**config.mk**
```make
export PLATFORM = sky130hd
export DESIGN_NAME = md_unit
export DESIGN_NICKNAME = d
export VERILOG_FILES = /design/src/rtl/md_unit.sv
export SDC_FILE = /design/constraint.sdc
export NUM_CORES = 2
export LEC_CHECK = 0
export ABC_AREA = 1
export CORE_AREA = 2 2 307 309
export CTS_BUF_LIST = sky130_fd_sc_hd__clkbuf_8
export DETAILED_ROUTE_END_ITERATION = 10
export DIE_AREA = 0 0 309 311
export DONT_BUFFER_PORTS = 1
export GPL_ROUTABILITY_DRIVEN = 0
export GPL_TIMING_DRIVEN = 0
export PLACE_DENSITY = 0.82
export SLEW_MARGIN = 30
export SYNTH_ARGS = -nofsm -noshare
export SYNTH_HDL_FRONTEND = slang
export SYNTH_SLANG_ARGS = --single-unit
```
**constraint.sdc**
```tcl
create_clock -name clk -period 8.8 [get_ports clk]
set_input_delay 2.2 -clock clk [delete_from_list [all_inputs] [get_ports clk]]
set_output_delay 2.2 -clock clk [all_outputs]
set_load 0.01 [all_outputs]
```
**src/rtl/md_unit.sv**
```systemverilog
// Multi-cycle multiply/divide unit holding the architectural HI/LO pair.
// Multiplies take MUL_CYCLES cycles; divides run 32 restoring steps plus a sign-fix cycle.
module md_unit #(
  parameter int unsigned MUL_CYCLES = 4
) (
  input  logic        clk,
  input  logic        rst,
  input  logic        EX_MDStart,
  input  logic [2:0]  EX_MDOp,
  input  logic [31:0] EX_RSData,
  input  logic [31:0] EX_RTData,
  input  logic        MD_flush,
  output logic        isbusy,
  output logic [31:0] HI,
  output logic [31:0] LO
);

  typedef enum logic [1:0] {
    S_IDLE = 2'd0,
    S_MUL  = 2'd1,
    S_DIV  = 2'd2,
    S_FIX  = 2'd3
  } state_e;

  localparam logic [2:0] OP_NONE  = 3'd0;
  localparam logic [2:0] OP_MULT  = 3'd1;
  localparam logic [2:0] OP_MULTU = 3'd2;
  localparam logic [2:0] OP_DIV   = 3'd3;
  localparam logic [2:0] OP_DIVU  = 3'd4;
  localparam logic [2:0] OP_MTHI  = 3'd5;
  localparam logic [2:0] OP_MTLO  = 3'd6;
  localparam logic [2:0] OP_RSVD  = 3'd7;
  localparam logic [4:0] MUL_CNT_INIT = 5'(MUL_CYCLES - 1);

  state_e      state_q, state_d;
  logic [4:0]  cnt_q, cnt_d;
  logic [31:0] a_q, a_d;        // multiplicand, or raw dividend kept for divide-by-zero
  logic [31:0] b_q, b_d;        // multiplier, or divisor magnitude
  logic [32:0] rem_q, rem_d;
  logic [31:0] quot_q, quot_d;
  logic        sgn_q, sgn_d;
  logic        qneg_q, qneg_d;
  logic        rneg_q, rneg_d;
  logic [31:0] hi_q, hi_d;
  logic [31:0] lo_q, lo_d;
  logic        busy_q, busy_d;

  logic        accept_s;
  logic        is_mul_s;
  logic        is_div_s;
  logic [31:0] rs_abs_s;
  logic [31:0] rt_abs_s;
  logic [63:0] prod_s;
  logic [33:0] shift_s;
  logic [32:0] diff_s;
  logic        ge_s;
  logic [31:0] quot_fix_s;
  logic [31:0] rem_fix_s;

  assign accept_s = EX_MDStart && (state_q == S_IDLE) && !MD_flush &&
                    (EX_MDOp != OP_NONE) && (EX_MDOp != OP_RSVD);
  assign is_mul_s = (EX_MDOp == OP_MULT) || (EX_MDOp == OP_MULTU);
  assign is_div_s = (EX_MDOp == OP_DIV) || (EX_MDOp == OP_DIVU);
  assign rs_abs_s = ((EX_MDOp == OP_DIV) && EX_RSData[31]) ? (32'd0 - EX_RSData) : EX_RSData;
  assign rt_abs_s = ((EX_MDOp == OP_DIV) && EX_RTData[31]) ? (32'd0 - EX_RTData) : EX_RTData;

  // One 64x64 multiplier serves both flavours: sign-extend only for MULT.
  assign prod_s = {{32{sgn_q & a_q[31]}}, a_q} * {{32{sgn_q & b_q[31]}}, b_q};

  assign shift_s    = {rem_q, quot_q[31]};
  assign ge_s       = (shift_s >= {2'b00, b_q});
  assign diff_s     = shift_s[32:0] - {1'b0, b_q};
  assign quot_fix_s = qneg_q ? (32'd0 - quot_q) : quot_q;
  assign rem_fix_s  = rneg_q ? (32'd0 - rem_q[31:0]) : rem_q[31:0];

  // State register and all datapath flops.
  always_ff @(posedge clk) begin
    if (rst) begin
      state_q <= S_IDLE;
      cnt_q   <= 5'd0;
      a_q     <= 32'd0;
      b_q     <= 32'd0;
      rem_q   <= 33'd0;
      quot_q  <= 32'd0;
      sgn_q   <= 1'b0;
      qneg_q  <= 1'b0;
      rneg_q  <= 1'b0;
      hi_q    <= 32'd0;
      lo_q    <= 32'd0;
      busy_q  <= 1'b0;
    end else begin
      state_q <= state_d;
      cnt_q   <= cnt_d;
      a_q     <= a_d;
      b_q     <= b_d;
      rem_q   <= rem_d;
      quot_q  <= quot_d;
      sgn_q   <= sgn_d;
      qneg_q  <= qneg_d;
      rneg_q  <= rneg_d;
      hi_q    <= hi_d;
      lo_q    <= lo_d;
      busy_q  <= busy_d;
    end
  end

  // Next-state: a flush returns any in-flight operation straight to IDLE.
  always_comb begin
    state_d = state_q;
    case (state_q)
      S_IDLE: begin
        if (accept_s && is_mul_s) begin
          state_d = S_MUL;
        end else if (accept_s && is_div_s) begin
          state_d = S_DIV;
        end else begin
          state_d = S_IDLE;
        end
      end
      S_MUL: begin
        if (MD_flush || (cnt_q == 5'd0)) begin
          state_d = S_IDLE;
        end else begin
          state_d = S_MUL;
        end
      end
      S_DIV: begin
        if (MD_flush) begin
          state_d = S_IDLE;
        end else if (cnt_q == 5'd0) begin
          state_d = S_FIX;
        end else begin
          state_d = S_DIV;
        end
      end
      S_FIX:   state_d = S_IDLE;
      default: state_d = S_IDLE;
    endcase
  end

  // Datapath and HI/LO updates per state; a flush suppresses every write.
  always_comb begin
    cnt_d  = cnt_q;
    a_d    = a_q;
    b_d    = b_q;
    rem_d  = rem_q;
    quot_d = quot_q;
    sgn_d  = sgn_q;
    qneg_d = qneg_q;
    rneg_d = rneg_q;
    hi_d   = hi_q;
    lo_d   = lo_q;
    case (state_q)
      S_IDLE: begin
        if (accept_s) begin
          case (EX_MDOp)
            OP_MULT, OP_MULTU: begin
              a_d   = EX_RSData;
              b_d   = EX_RTData;
              sgn_d = (EX_MDOp == OP_MULT);
              cnt_d = MUL_CNT_INIT;
            end
            OP_DIV, OP_DIVU: begin
              a_d    = EX_RSData;
              b_d    = rt_abs_s;
              quot_d = rs_abs_s;
              rem_d  = 33'd0;
              qneg_d = (EX_MDOp == OP_DIV) && (EX_RSData[31] ^ EX_RTData[31]);
              rneg_d = (EX_MDOp == OP_DIV) && EX_RSData[31];
              cnt_d  = 5'd31;
            end
            OP_MTHI: hi_d = EX_RSData;
            OP_MTLO: lo_d = EX_RSData;
            default: cnt_d = cnt_q;
          endcase
        end else begin
          cnt_d = cnt_q;
        end
      end
      S_MUL: begin
        if (MD_flush) begin
          cnt_d = 5'd0;
        end else if (cnt_q != 5'd0) begin
          cnt_d = cnt_q - 5'd1;
        end else begin
          hi_d = prod_s[63:32];
          lo_d = prod_s[31:0];
        end
      end
      S_DIV: begin
        if (MD_flush) begin
          cnt_d = 5'd0;
        end else begin
          rem_d  = ge_s ? diff_s : shift_s[32:0];
          quot_d = {quot_q[30:0], ge_s};
          cnt_d  = (cnt_q != 5'd0) ? (cnt_q - 5'd1) : 5'd0;
        end
      end
      S_FIX: begin
        if (MD_flush) begin
          cnt_d = 5'd0;
        end else if (b_q == 32'd0) begin
          hi_d = a_q;
          lo_d = 32'hFFFF_FFFF;
        end else begin
          hi_d = rem_fix_s;
          lo_d = quot_fix_s;
        end
      end
      default: cnt_d = 5'd0;
    endcase
  end

  // Busy mirrors the next state so it drops on the same edge HI/LO are written.
  always_comb begin
    busy_d = (state_d != S_IDLE);
  end

  assign isbusy = busy_q;
  assign HI     = hi_q;
  assign LO     = lo_q;

endmodule

```
==> summary.log <==
[run_status] outcome finished with violations
[run_status] violations in the final reports design-rule violations, negative setup slack
[sta] Slew Limit Headroom 20.1%
[drt] Routed Antenna Nets 0
[critical_path] CP startpoint kind flip-flop
[placement] number of buffers inserted by port buffering 0
[sta] Fmax achieved 113 MHz
[hold_path] Hold Crit Class reg2reg
[pwr] worst supply voltage drop on vdd 0.143 mV
[cells_and_area] area grow syn2layout 4.50%
[yosys] number of enable flip-flop cells after synthesis 0
[clock_tree] Sinks on Clock Net 204
[yosys] number of register bits inferred by synthesis 204
[clock_tree] clock transition at the registers of the reported paths 70 ps
[sta] WHS 470 ps
[drt] violation count after the first detailed-routing iteration 7889
[global_route] total overflow reported by the global router 0
[yosys] proportion of synthesized area in mux cells 0%
[critical_path] Worst Setup End Kind flip-flop
[pwr] part of the power in registers 26.2%
[clock_tree] source-to-sink clock delay at the later pin of the worst-skew pair 640 ps
[floorplan] I/O pin count 136
[global_route] total routing resource utilization after global routing 43.5%
[floorplan] placeable core region 92800 sq um
[critical_path] Largest stage delay, worst path 880 ps
[yosys] syn_area_per_cell 7.24 sq um
[critical_path] Crit-path slowest cell sky130_fd_sc_hd__clkbuf_1
[yosys] dominant combinational cell family by area after synthesis adder cells
[drt] via count normalized by instance count 5.95
[yosys] sequential share of the synthesized area 7.41%
[placement] dpl hpwl 174000 microns
[sta] Final Hold Fails 0
[critical_path] worst endpoint required time 9310 ps
[drt] drt drc 86
[drt] routed wire length 208000 microns
[yosys] basic-gate share of the synthesized area counting and, or, nand and nor cells 20.7%
[cells_and_area] fraction of final layout cells with drive strength greater than 1 3.04%
[pwr] Clock power frac 22.4%
[global_route] global-route wire length before repair 311000 microns
[drt] routed length per placed instance 23.3 microns
[clock_tree] buffer cell driving the clock tree root sky130_fd_sc_hd__clkbuf_8
[pwr] Leakage Power 30.9 nW
[yosys] post-synthesis instance area 55100 sq um
[critical_path] library cell appearing most often on the critical path sky130_fd_sc_hd__fa_1
[drt] length of the first detailed-routing pass in iterations 11
[sta] final number of setup-violating endpoints 3
[global_route] number of global-route vias before repair 53145
[cells_and_area] number of nets in the finished design 9099
[clock_tree] CTS Hold Buffers Added 0
[global_route] number of antenna violations at the first check in global routing 11
[sta] setup repair after global routing missed its margin no
[pwr] share of total power in combinational logic 51.4%
[pwr] Internal 1.97 mW
[floorplan] FP Rows 112
[yosys] ys flop type sky130_fd_sc_hd__dfxtp_1
[sta] worst clock skew 33.2 ps
[yosys] synthesis warning total 0
[sta] final worst path period need 8860 ps
[sta] worst setup slack after layout -64.1 ps
[drt] total via count in the routed design 53141
[global_route] pin count of the biggest net entering global routing 27
[clock_tree] clock tree from TritonCTS done
[clock_tree] H-Tree Depth 1
[yosys] parity-gate share of the synthesized area counting xor and xnor cells 1.10%
[clock_tree] cts bufs inserted 30
[yosys] area fraction in compound gates after synthesis 8.10%
[pwr] switching part of the total power 48.3%
[floorplan] Die Footprint 96100 sq um
[sta] Worst-Margin Slew 1200 ps
[critical_path] crit path DAT 9380 ps
[yosys] asr flop ratio synth 0%
[placement] placed cell areas 56700 sq um
[floorplan] width of the chip 309 microns
[sta] final worst-path cycle share 101%
[pwr] net switching component of the power 1.84 mW
[cells_and_area] Layout Cell Area excl Fill 57600 sq um
[floorplan] die height 311 microns
[critical_path] critical path class reg2reg
[pwr] Power Density 66.2 nW/um^2
[flow_run] max-capacitance violation count 0
[yosys] count of different cell masters after synthesis 56
[yosys] post-synthesis cell count 7605
[sta] Slew Viols, Final 0
[yosys] Synth Area in Adders 46.7%
[floorplan] initial core utilization 59.4%
[clock_tree] maximum clock path buffer count 3
[critical_path] maximum net fanout on the critical path 10
[yosys] Syn Nets 9055
## through the flow
step	setup WS [ps]	instances	total power [mW]	TNS, ps	utilization (%)
after floorplan	1300	7605	2.15	0	-
after global placement	-393	8859	2.80	-1940	61.1
after detailed placement	-542	8859	2.82	-3690	61.1
after CTS	122	8909	3.66	0	61.8
after global routing	9.50	8927	3.92	0	62.0
final	-64.1	8938	3.81	-168	62.1
## logic make-up after synthesis
| kind of cell | after synthesis |
|---|---|
| adders and majority gates | 1379 |
| xor gates and xnor gates | 69 |
| AOI/OAI and AO/OA | 838 |
| buffers and inverters | 2315 |
| and+or+nand+nor | 2800 |
| DFF | 204 |
## worst paths after layout
path | start | endpoint | slack, ps | depth (start not counted)
worst max register to register | a_q[13] | LO[29] | -60 | 25
worst max-delay path | a_q[13] | LO[29] | -60 | 25
worst min register to register | quot_q[29] | quot_q[29] | 470 | 2
worst min-delay path | quot_q[29] | quot_q[29] | 470 | 2
## power groups by stage
stage	Clock, mW	Combinational (mW)	Sequential [mW]
5_1_grt	0.868	2.06	0.997
6_report	0.854	1.96	0.998
2_1_floorplan	0	1.15	0.992
3_5_place_dp	0	1.82	1.00
3_3_place_gp	0	1.80	1.00
4_1_cts	0.831	1.85	0.985
## cells in the mapped netlist, types with 35 or more instances
| cell type | number | area (sq um) |
|---|---|---|
| sky130_fd_sc_hd__inv_1 | 1916 | 7190 |
| sky130_fd_sc_hd__nand2_1 | 1871 | 7020 |
| sky130_fd_sc_hd__fa_1 | 1126 | 22500 |
| sky130_fd_sc_hd__nor2_1 | 444 | 1670 |
| sky130_fd_sc_hd__a21oi_1 | 403 | 2020 |
| sky130_fd_sc_hd__clkbuf_1 | 314 | 1180 |
| sky130_fd_sc_hd__nand3_1 | 312 | 1560 |
| sky130_fd_sc_hd__o21ai_0 | 311 | 1560 |
| sky130_fd_sc_hd__ha_1 | 253 | 3170 |
| sky130_fd_sc_hd__dfxtp_1 | 204 | 4080 |
| sky130_fd_sc_hd__nand4_1 | 60 | 375 |
| sky130_fd_sc_hd__nor3_1 | 43 | 215 |
| sky130_fd_sc_hd__xor2_1 | 40 | 350 |
| sky130_fd_sc_hd__buf_2 | 35 | 175 |
## worst max-delay path: cells and delay by family, from the launching register on
family	cells	cell delay [ps]
DFF	1	310
AOI/OAI and AO/OA	4	1140
and+or+nand+nor	4	770
adders and majority gates	9	4540
buffers and inverters	8	2010
## cell usage in the layout (no fill, tap or decap), types with 9 or more instances in the layout
master	synthesis	routed
sky130_fd_sc_hd__ha_1	253	249
sky130_fd_sc_hd__buf_1	13	11
sky130_fd_sc_hd__inv_2	17	17
sky130_fd_sc_hd__xor2_1	40	40
sky130_fd_sc_hd__nand3b_1	9	9
sky130_fd_sc_hd__o21ai_1	19	19
sky130_fd_sc_hd__nor4_1	9	9
sky130_fd_sc_hd__o21bai_1	21	21
sky130_fd_sc_hd__xnor2_1	29	29
sky130_fd_sc_hd__o21ai_0	311	311
sky130_fd_sc_hd__dfxtp_1	204	203
sky130_fd_sc_hd__clkbuf_1	314	282
sky130_fd_sc_hd__nor2_1	444	442
sky130_fd_sc_hd__inv_1	1916	1920
sky130_fd_sc_hd__fa_1	1126	1121
sky130_fd_sc_hd__nand2_2	12	12
sky130_fd_sc_hd__buf_4	7	27
sky130_fd_sc_hd__clkbuf_2	0	22
sky130_fd_sc_hd__nand4_1	60	60
sky130_fd_sc_hd__o211ai_1	21	21
sky130_fd_sc_hd__diode_2	0	14
sky130_fd_sc_hd__a21oi_1	403	400
sky130_fd_sc_hd__buf_2	35	36
sky130_fd_sc_hd__buf_6	10	10
sky130_fd_sc_hd__nor3_1	43	43
sky130_fd_sc_hd__nand2_1	1871	1871
sky130_fd_sc_hd__clkbuf_8	0	41
sky130_fd_sc_hd__nor2_2	8	10
sky130_fd_sc_hd__nand3_1	312	312
sky130_fd_sc_hd__a31oi_1	18	18
## state kept, by name, indices dropped and copies added (netlist names), 2 cells and up
signal   count
quot_q      32
state_q      2
HI          32
b_q         32
cnt_q        5
rem_q       33
LO          32
a_q         32
## layer usage
layer	part of all wire (%)	up-vias	wire, microns	track usage [%]
met5	0.022	-	45	0
met3	16	1359	34100	19.4
met1	32	24909	65900	49.6
met4	12	6	24200	37.3
met2	40	4443	84200	62.0
li1	-	22424	-	-
## repair_timing
action	4_1_cts	5_1_grt
gates resized for setup	8	27
setup endpoints to repair	14	23
buffers inserted	0	20
pin swaps	0	2
## layout make-up
type	instances	area (sq um)
fill	8092	35200
multi-input combinational	5086	42200
clock inverter	12	73.8
timing repair buffer	20	150
sequential	204	4090
buffer	372	1600
tap	1254	1570
clock buffer	41	564
antenna	14	35.0
inverter	1935	7280
Note: power is estimated with default switching activity, not from simulation.
